**src/rtl/muldiv_if.sv**
```systemverilog
// Bus between the pipeline controller and the iterative multiply/divide unit.
// Handshake: start, we_hi and we_lo are sampled on a rising edge only while busy=0;
// done is a one-cycle pulse issued when hi/lo have just been loaded with a result.
interface muldiv_if #(
   parameter int WIDTH = 32
);
   logic             start;
   logic [1:0]       op;
   logic [WIDTH-1:0] a;
   logic [WIDTH-1:0] b;
   logic             we_hi;
   logic             we_lo;
   logic [WIDTH-1:0] wd;
   logic             busy;
   logic             done;
   logic [WIDTH-1:0] hi;
   logic [WIDTH-1:0] lo;

   modport master (
      output start, op, a, b, we_hi, we_lo, wd,
      input  busy, done, hi, lo
   );

   modport slave (
      input  start, op, a, b, we_hi, we_lo, wd,
      output busy, done, hi, lo
   );
endinterface

```
**src/rtl/muldiv_unit.sv**
```systemverilog
// Iterative MULT/MULTU/DIV/DIVU unit owning HI/LO; fixed WIDTH+1 cycle latency.
// Operates on magnitudes (shift-add / restoring divide) and applies signs in FIX.
module muldiv_unit #(
   parameter int WIDTH = 32
) (
   input  logic       clk,
   input  logic       reset_n,
   muldiv_if.slave    bus,
   output logic [1:0] dbg_state
);

   localparam int CW = $clog2(WIDTH) + 1;

   typedef enum logic [1:0] {
      S_IDLE = 2'd0,
      S_RUN  = 2'd1,
      S_FIX  = 2'd2
   } state_e;

   state_e             state_q, state_d;
   logic [1:0]         op_q, op_d;
   logic               neg_q, neg_d;
   logic               a_neg_q, a_neg_d;
   logic [WIDTH-1:0]   a_orig_q, a_orig_d;
   logic [WIDTH-1:0]   opnd_q, opnd_d;
   logic [2*WIDTH-1:0] acc_q, acc_d;
   logic [CW-1:0]      count_q, count_d;
   logic [WIDTH-1:0]   hi_q, hi_d;
   logic [WIDTH-1:0]   lo_q, lo_d;
   logic               done_q, done_d;

   // Operand decode: op[0]=0 means signed, op[1]=1 means divide.
   logic             in_signed;
   logic             in_a_neg;
   logic             in_b_neg;
   logic [WIDTH-1:0] in_mag_a;
   logic [WIDTH-1:0] in_mag_b;

   assign in_signed = ~bus.op[0];
   assign in_a_neg  = in_signed & bus.a[WIDTH-1];
   assign in_b_neg  = in_signed & bus.b[WIDTH-1];
   assign in_mag_a  = in_a_neg ? -bus.a : bus.a;
   assign in_mag_b  = in_b_neg ? -bus.b : bus.b;

   // Multiply step: acc = {partial upper, remaining multiplier bits}.
   logic [WIDTH:0]     mul_sum;
   logic [2*WIDTH-1:0] mul_next;

   assign mul_sum  = {1'b0, acc_q[2*WIDTH-1:WIDTH]} + (acc_q[0] ? {1'b0, opnd_q} : '0);
   assign mul_next = {mul_sum, acc_q[WIDTH-1:1]};

   // Divide step: acc = {partial remainder, dividend/quotient shift register}.
   logic [WIDTH:0]     div_shift;
   logic [WIDTH:0]     div_diff;
   logic               div_geq;
   logic [WIDTH-1:0]   div_rem;
   logic [2*WIDTH-1:0] div_next;

   assign div_shift = {acc_q[2*WIDTH-1:WIDTH], acc_q[WIDTH-1]};
   assign div_diff  = div_shift - {1'b0, opnd_q};
   assign div_geq   = div_shift >= {1'b0, opnd_q};
   assign div_rem   = div_geq ? div_diff[WIDTH-1:0] : div_shift[WIDTH-1:0];
   assign div_next  = {div_rem, acc_q[WIDTH-2:0], div_geq};

   // Sign correction of the finished magnitudes.
   logic               fix_signed;
   logic [2*WIDTH-1:0] fix_prod;
   logic [WIDTH-1:0]   fix_quo;
   logic [WIDTH-1:0]   fix_rem;

   assign fix_signed = ~op_q[0];
   assign fix_prod   = (fix_signed & neg_q) ? -acc_q : acc_q;
   assign fix_quo    = (fix_signed & neg_q) ? -acc_q[WIDTH-1:0] : acc_q[WIDTH-1:0];
   assign fix_rem    = (fix_signed & a_neg_q) ? -acc_q[2*WIDTH-1:WIDTH]
                                               : acc_q[2*WIDTH-1:WIDTH];

   always_comb begin
      state_d  = state_q;
      op_d     = op_q;
      neg_d    = neg_q;
      a_neg_d  = a_neg_q;
      a_orig_d = a_orig_q;
      opnd_d   = opnd_q;
      acc_d    = acc_q;
      count_d  = count_q;
      hi_d     = hi_q;
      lo_d     = lo_q;
      done_d   = 1'b0;

      unique case (state_q)
         S_IDLE: begin
            if (bus.we_hi) hi_d = bus.wd;
            if (bus.we_lo) lo_d = bus.wd;
            if (bus.start) begin
               op_d     = bus.op;
               neg_d    = in_a_neg ^ in_b_neg;
               a_neg_d  = in_a_neg;
               a_orig_d = bus.a;
               opnd_d   = bus.op[1] ? in_mag_b : in_mag_a;
               acc_d    = {{WIDTH{1'b0}}, (bus.op[1] ? in_mag_a : in_mag_b)};
               count_d  = '0;
               state_d  = S_RUN;
            end
         end
         S_RUN: begin
            acc_d   = op_q[1] ? div_next : mul_next;
            count_d = count_q + 1'b1;
            if (count_q == CW'(WIDTH - 1)) state_d = S_FIX;
         end
         S_FIX: begin
            if (!op_q[1]) begin
               hi_d = fix_prod[2*WIDTH-1:WIDTH];
               lo_d = fix_prod[WIDTH-1:0];
            end else if (opnd_q == '0) begin
               hi_d = a_orig_q;
               lo_d = '1;
            end else begin
               hi_d = fix_rem;
               lo_d = fix_quo;
            end
            done_d  = 1'b1;
            state_d = S_IDLE;
         end
         default: state_d = S_IDLE;
      endcase
   end

   always_ff @(posedge clk or negedge reset_n) begin
      if (!reset_n) begin
         state_q  <= S_IDLE;
         op_q     <= '0;
         neg_q    <= 1'b0;
         a_neg_q  <= 1'b0;
         a_orig_q <= '0;
         opnd_q   <= '0;
         acc_q    <= '0;
         count_q  <= '0;
         hi_q     <= '0;
         lo_q     <= '0;
         done_q   <= 1'b0;
      end else begin
         state_q  <= state_d;
         op_q     <= op_d;
         neg_q    <= neg_d;
         a_neg_q  <= a_neg_d;
         a_orig_q <= a_orig_d;
         opnd_q   <= opnd_d;
         acc_q    <= acc_d;
         count_q  <= count_d;
         hi_q     <= hi_d;
         lo_q     <= lo_d;
         done_q   <= done_d;
      end
   end

   assign bus.busy  = (state_q != S_IDLE);
   assign bus.done  = done_q;
   assign bus.hi    = hi_q;
   assign bus.lo    = lo_q;
   assign dbg_state = state_q;

endmodule

```
**src/flat_wrapper.sv**
```systemverilog
// flat-port wrapper written by rule: the top's interface ports become plain ports
module muldiv_unit_flat 
#(
   parameter int WIDTH = 32
)
  (clk, reset_n, dbg_state, bus_start, bus_op, bus_a, bus_b, bus_we_hi, bus_we_lo, bus_wd, bus_busy, bus_done, bus_hi, bus_lo);
  muldiv_if #(.WIDTH(WIDTH)) bus_i ();
  input  logic clk;
  input  logic reset_n;
  output logic [1:0] dbg_state;
  input wire logic [$bits(bus_i.start)-1:0] bus_start;
  input wire logic [$bits(bus_i.op)-1:0] bus_op;
  input wire logic [$bits(bus_i.a)-1:0] bus_a;
  input wire logic [$bits(bus_i.b)-1:0] bus_b;
  input wire logic [$bits(bus_i.we_hi)-1:0] bus_we_hi;
  input wire logic [$bits(bus_i.we_lo)-1:0] bus_we_lo;
  input wire logic [$bits(bus_i.wd)-1:0] bus_wd;
  output wire logic [$bits(bus_i.busy)-1:0] bus_busy;
  output wire logic [$bits(bus_i.done)-1:0] bus_done;
  output wire logic [$bits(bus_i.hi)-1:0] bus_hi;
  output wire logic [$bits(bus_i.lo)-1:0] bus_lo;
  assign bus_i.start = bus_start;
  assign bus_i.op = bus_op;
  assign bus_i.a = bus_a;
  assign bus_i.b = bus_b;
  assign bus_i.we_hi = bus_we_hi;
  assign bus_i.we_lo = bus_we_lo;
  assign bus_i.wd = bus_wd;
  assign bus_busy = bus_i.busy;
  assign bus_done = bus_i.done;
  assign bus_hi = bus_i.hi;
  assign bus_lo = bus_i.lo;
  muldiv_unit #(.WIDTH(WIDTH)) u_core (.clk(clk), .reset_n(reset_n), .bus(bus_i), .dbg_state(dbg_state));
endmodule
```
**config.mk**
```make
export PLATFORM = sky130hd
export DESIGN_NAME = muldiv_unit_flat
export DESIGN_NICKNAME = d
export VERILOG_FILES = /design/src/rtl/muldiv_if.sv /design/src/rtl/muldiv_unit.sv /design/src/flat_wrapper.sv
export SDC_FILE = /design/constraint.sdc
export NUM_CORES = 1
export LEC_CHECK = 0
export ABC_AREA = 1
export CAP_MARGIN = 5
export CORE_MARGIN = 2
export CORE_UTILIZATION = 40
export CTS_CLUSTER_SIZE = 16
export DETAILED_ROUTE_END_ITERATION = 8
export SYNTH_ARGS = -nofsm -noshare
export SYNTH_HDL_FRONTEND = slang
export SYNTH_SLANG_ARGS = --single-unit
export TNS_END_PERCENT = 30
```
**constraint.sdc**
```tcl
create_clock -name clk -period 3 [get_ports clk]
set_clock_uncertainty 0.2 [all_clocks]
set_input_delay 0.6 -clock clk [delete_from_list [all_inputs] [get_ports clk]]
set_output_delay 0.6 -clock clk [all_outputs]
set_load 0.01 [all_outputs]
```
# Yosys cells after proc, flatten, opt, wreduce, memory -nomap -nowiden
# Cells that the tools add are included.
dict set report totals {
  in_bits 103
  output_inout_bits 68
  ff_bits 205
  word_cells 70
}
dict set report op_classes {
  addsub 8
  n_lt_le_gt_ge 1
  eq_ne 7
  n_reduce_logical 10
  n_mux 26
  n_bitwise 7
}
# op count
set ops {}
lappend ops {{$mux 32} 14}
lappend ops {{$mux 64} 3}
lappend ops {{$neg 32->32} 4}
lappend ops {{$pmux 32 s2} 2}
lappend ops {{$pmux 64 s2} 1}
lappend ops {{$neg 64->64} 1}
lappend ops {{$add 32x32->33} 1}
lappend ops {{$ge 33x32->1} 1}
lappend ops {{$logic_not 32->1} 1}
lappend ops {{$sub 32x32->32} 1}
lappend ops {{$pmux 6 s2} 1}
lappend ops {{$reduce_and 2->1} 5}
lappend ops {{$add 6x1->6 const B} 1}
lappend ops {{$eq 6x5->1 const B} 1}
lappend ops {{$mux 6} 1}
lappend ops {{$ne 2x2->1 const B} 3}
lappend ops {{$reduce_bool 2->1} 3}
lappend ops {{$and 1x1->1} 4}
lappend ops {{$mux 2} 2}
lappend ops {{$pmux 2 s2} 1}
lappend ops {{$eq 2x1->1 const B} 1}
lappend ops {{$eq 2x2->1 const B} 1}
lappend ops {{$logic_not 2->1} 1}
lappend ops {{$ne 2x1->1 const B} 1}
lappend ops {{other kinds (3)} 4}

# Depth between registers and ports, before layout
dict set report logic_depth {
  ltp_word 6
  mapped_depth 20
  depth_no_buf 18
}

# Worst setup path before layout
# Ideal clock, no wire load.
dict set report synth_path {
  path_kind {reg-to-reg}
  from {register u_core.acc_q[0]}
  to {register u_core.acc_q[61]}
  path_slack_ps 314
  arrival_ps 2369
  path_buffers 2
  setup_ps 117
  stages_incl_launch_ff 18
  required_ps 2683
  period_less_slack_ps 2686
  path_cell_list {dfrtp_1 buf_6 clkbuf_1 nand2_1 inv_1 ha_1 inv_1 fa_1 o21ai_1 nand2_1 nand2_1 inv_1 o21ai_1 nand2_1 nand3_1 nand3_1 nand3_1 nand2_1}
}
dict set report synth_via {
  elab_chain_cells 4
}
# item line
set synth_rtl {}
lappend synth_rtl {{start: declaration} muldiv_unit.sv:26} ;# logic [2*WIDTH-1:0] acc_q, acc_d;
lappend synth_rtl {{start signal: assignment} muldiv_unit.sv:136} ;# acc_q <= '0;
lappend synth_rtl {{start signal: assignment} muldiv_unit.sv:148} ;# acc_q <= acc_d;
lappend synth_rtl {{$mux 32} muldiv_unit.sv:49} ;# assign mul_sum = {1'b0, acc_q[2*WIDTH-1:WIDTH]} + (acc_q[0] ? {1'b0, opnd_q} : '0);
lappend synth_rtl {{$add 32x32->33} muldiv_unit.sv:49}
lappend synth_rtl {{$mux 64} muldiv_unit.sv:106} ;# acc_d = op_q[1] ? div_next : mul_next;
lappend synth_rtl {{$pmux 64 s2} muldiv_unit.sv:90} ;# unique case (state_q)
# No other way between the ends.
# A chain may end at the register's enable or synchronous reset.

# Worst setup path in the final report
# Same ends and word-level chain as after synthesis.

==> Implementation_results.wiki <==
{| class="wikitable"
! Metric !! Value
|-
| Run status || complete, no violations
|-
| Number of distinct library cell variants in the gate-level netlist after synthesis || 50
|-
| Row Count || 82
|-
| All-layer global routing usage || 35.5%
|-
| Ratio of cells with drive above 1 in the final layout || 9.12%
|-
| Clock transition at the register clock pins on the worst setup and hold paths after CTS || 0.06 ns
|-
| Type of the worst setup path || reg -> reg
|-
| Worst R2R Start || u_core.acc_q[0]
|-
| Core area || 50100 µm²
|-
| Detailed-route DRC error count || 0
|-
| CP Cell Sequence || buf_4 -> nand2_1 -> fa_1 -> o21ai_1 -> nand2_1 -> nand2_1 -> inv_1 -> o21ai_1 -> nand2_1 -> nand3_1 -> nand3_1 -> nand3_1 -> nand2_1
|-
| Peak Freq || 354 MHz
|-
| Kind of cell adding the most delay to the critical path || simple AND/OR/NAND/NOR gates
|-
| Share of the yosys chip area belonging to registers || 25.3%
|-
| Tightest Hold Check Type || reg -> reg
|-
| Die height || 229 µm
|-
| Post-layout nets || 3938
|-
| Vias in the first global route || 23000
|-
| Uppermost layer routed || met4
|-
| Post-route ant nets || 0
|-
| Crit end category || flip-flop
|-
| Global placer's final weighted congestion || 1.02
|-
| Largest net degree at the start of global routing || 77
|-
| Port-buffer cells || 170
|-
| Setup violations, final || 0
|-
| Cts bufs inserted || 26
|-
| Initial DRT Pass Iterations || 8
|-
| Number of setup buffers added after CTS || 0
|-
| Power density cells || 1220 nW/µm²
|-
| Critical Path Max Stage Delay || 0.44 ns
|-
| Critical path fanouts, max || 8
|-
| Most frequent cells in the layout || 1115 x nand2_1, 413 x inv_1, 381 x nor2_1, 342 x nand3_1, 225 x a21oi_1
|-
| Sink Count || 205
|-
| Post-Synthesis Cells || 3455
|-
| Most repeated library cell on the critical path || nand2_1
|-
| Min cycle time layout || 2.82 ns
|-
| Max capacitance violation total || 0
|-
| Number of antenna violations at the first check in global routing || 0
|-
| DRC marker count from the first detailed-route iteration || 2674
|-
| Wire length of the first global-routing pass || 142 mm
|-
| Clock H-tree levels || 1
|-
| Total met3 wirelength after detailed routing || 8.57 mm
|-
| Final standard cell count with taps included and fillers excluded || 4454
|-
| Post-synthesis register bit count || 205
|-
| Synthesized cell area || 20300 µm²
|-
| HPWL after detailed placement || 78.9 mm
|-
| Crit path to || u_core.acc_q[61]
|-
| Die Span X || 229 µm
|-
| Largest voltage drop on the vdd net || 0.000547 V
|-
| Data required time at the worst endpoint || 3.26 ns
|-
| Critical-path top delay cell || fa_1
|-
| Placed Cells || 4407
|-
| Worst R2R Setup Slack || 0.18 ns
|-
| Root cell of the clock tree || clkbuf_16
|-
| Total of warnings raised by yosys || 0
|-
| Inserted Diodes || 0
|-
| Met2 Wirelength || 40.9 mm
|-
| Crit path launch type || flip-flop
|-
| Placed cell area || 24200 µm²
|-
| Avg Cell Area, Syn || 5.87 µm²
|-
| Vias per cell || 5.47
|-
| Grt total ovfl || 0
|-
| Post-route cell area || 25100 µm²
|-
| Number of vias after detailed routing || 24400
|-
| Endpoint arrival time on the critical path || 3.08 ns
|-
| Leakage power || 12.5 nW
|-
| Endpoint of the most critical register-to-register path || u_core.acc_q[61]
|-
| Crit path buf inv count || 2
|-
| Worst-Margin Slew || 0.798 ns
|-
| Number of hold violations in the final report || 0
|-
| Die area || 52500 µm²
|-
| Clock tree from TritonCTS || built
|-
| Clk buf depth || 3
|-
| Final cycle utilization of the critical path || 94.1%
|-
| Synthesized net count || 3629
|-
| Setup crit start || u_core.acc_q[0]
|-
| Boundary Pins || 171
|-
| Post-Route Utilization || 50.1%
|-
| Clock network latency to the later pin of the worst-skew pair || 0.57 ns
|-
| Cell depth of the worst setup path || 13
|-
| RSZ-0062 raised after global routing || false
|-
| Most common library cell in the layout ignoring fill and taps || nand2_1
|-
| Number of pins with negative max-slew slack in the final report || 0
|-
| Wire length per cell after detailed routing || 21.4 µm
|-
| Worst slew margin relative to its limit || 46.2%
|-
| Starting Density || 40.5%
|-
| DRT Wirelength || 95.1 mm
|-
| Area growth from synthesis to layout || 23.8%
|-
| Sum of routed wire segments on met1 || 41.0 mm
|-
| Path depth of the worst reg2reg path || 13
|}
-- layout make-up --
| type | instances | area, µm² |
|---|---|---|
| clock buffer | 39 | 781 |
| clock inverter | 7 | 71.3 |
| fill | 5452 | 25000 |
| inverter | 424 | 1600 |
| multi-input combinational | 2702 | 13100 |
| sequential | 205 | 5130 |
| tap | 672 | 841 |
| timing repair buffer | 405 | 3640 |
-- cell families after synthesis --
group                    synth area share (%)
AND/OR/NAND/NOR                          41.4
flip-flops                               25.3
buffers and inverters                    10.6
XOR/XNOR                                 3.63
adder cells (fa/ha/maj)                  4.46
AO/OA/AOI/OAI                            14.7
-- cell usage after synthesis (all sizes together) --
| cell | number | area, µm² |
|---|---|---|
| o221ai | 6 | 52.6 |
| nand3b | 20 | 150 |
| nor3 | 25 | 125 |
| o21bai | 5 | 37.5 |
| a21boi | 15 | 113 |
| a31oi | 5 | 31.3 |
| nand2b | 1 | 6.26 |
| or2 | 11 | 68.8 |
| clkinv | 6 | 23.8 |
| a211o | 1 | 8.76 |
| a21oi | 225 | 1130 |
| a2bb2oi | 1 | 8.76 |
| fa | 2 | 40.0 |
| xor2 | 70 | 613 |
| a22oi | 21 | 158 |
| and2 | 4 | 25.0 |
| nand4 | 60 | 375 |
| nor4 | 3 | 18.8 |
| buf | 51 | 278 |
| nor2 | 407 | 1600 |
| nand2 | 1126 | 4270 |
| and3 | 1 | 6.26 |
| nand3 | 345 | 1750 |
| o21a | 7 | 52.6 |
| o21ai | 230 | 1170 |
| ha | 69 | 863 |
| dfrtp | 205 | 5130 |
| o211ai | 22 | 165 |
| a21o | 3 | 22.5 |
| xnor2 | 14 | 123 |
| a22o | 1 | 8.76 |
| clkbuf | 73 | 274 |
| inv | 418 | 1570 |
| o22ai | 2 | 12.5 |
-- metal layers --
| layer | vias to the layer above | global-route usage [%] |
|---|---|---|
| met2 | 1165 | 55.3 |
| met4 | 0 | 14.7 |
| met3 | 191 | 6.61 |
| met5 | - | 0 |
| li1 | 11800 | - |
| met1 | 11200 | 48.3 |
-- state kept, by name (all words and copies together) (netlist names) --
signal            flops
u_core.op_q           2
u_core.bus.lo        32
u_core.neg_q          1
u_core.dbg_state      2
u_core.bus.done       1
u_core.acc_q         64
u_core.count_q        6
u_core.bus.hi        32
u_core.a_neg_q        1
u_core.opnd_q        32
u_core.a_orig_q      32
-- worst reg2reg max path: cells and delay by family, from the launching register on --
| family | cells | cell delay (ns) |
|---|---|---|
| AND/OR/NAND/NOR | 8 | 0.82 |
| AO/OA/AOI/OAI | 2 | 0.56 |
| adder cells (fa/ha/maj) | 1 | 0.44 |
| flip-flops | 1 | 0.41 |
| buffers and inverters | 2 | 0.29 |
-- worst min path at each step --
stage / from / end / slack [ns] / cells after the start
global placement: u_core.a_orig_q[10] / u_core.a_orig_q[10] / 0.27 / 2
detailed placement: u_core.bus.lo[19] / u_core.bus.lo[19] / 0.28 / 2
CTS: u_core.bus.lo[19] / u_core.bus.lo[19] / 0.30 / 2
global route: u_core.a_orig_q[22] / u_core.a_orig_q[22] / 0.32 / 2
floorplan: reset_n / u_core.a_neg_q / 0.10 / 0
finish: u_core.a_orig_q[31] / u_core.a_orig_q[31] / 0.29 / 2
-- where the power goes --
group	internal [W]	total (W)	switching (W)
clock network	0.00187	0.00321	0.00134
registers	0.00416	0.00553	0.00137
logic	0.00798	0.0220	0.0140
total	0.0140	0.0307	0.0167
-- through the flow --
stage / TNS (ns) / setup slack [ns] / power [W] / hold WS (ns)
finish: 0 / 0.177 / 0.0307 / 0.291
CTS: 0 / 0.193 / 0.0303 / 0.295
floorplan: 0 / 0.314 / 0.0183 / 0.104
detailed placement: -0.198 / -0.0684 / 0.0270 / 0.278
global route: 0 / 0.00533 / 0.0332 / 0.321
global placement: -0.0802 / -0.0427 / 0.0269 / 0.269
-- repair_timing --
| item | in CTS | in global routing |
|---|---|---|
| hold buffers | 1 | 0 |
| setup endpoints to repair | 0 | 21 |
| hold endpoints to repair | 53 | 0 |
| gates resized for setup | 0 | 8 |
(Power assumes the default switching activity.)
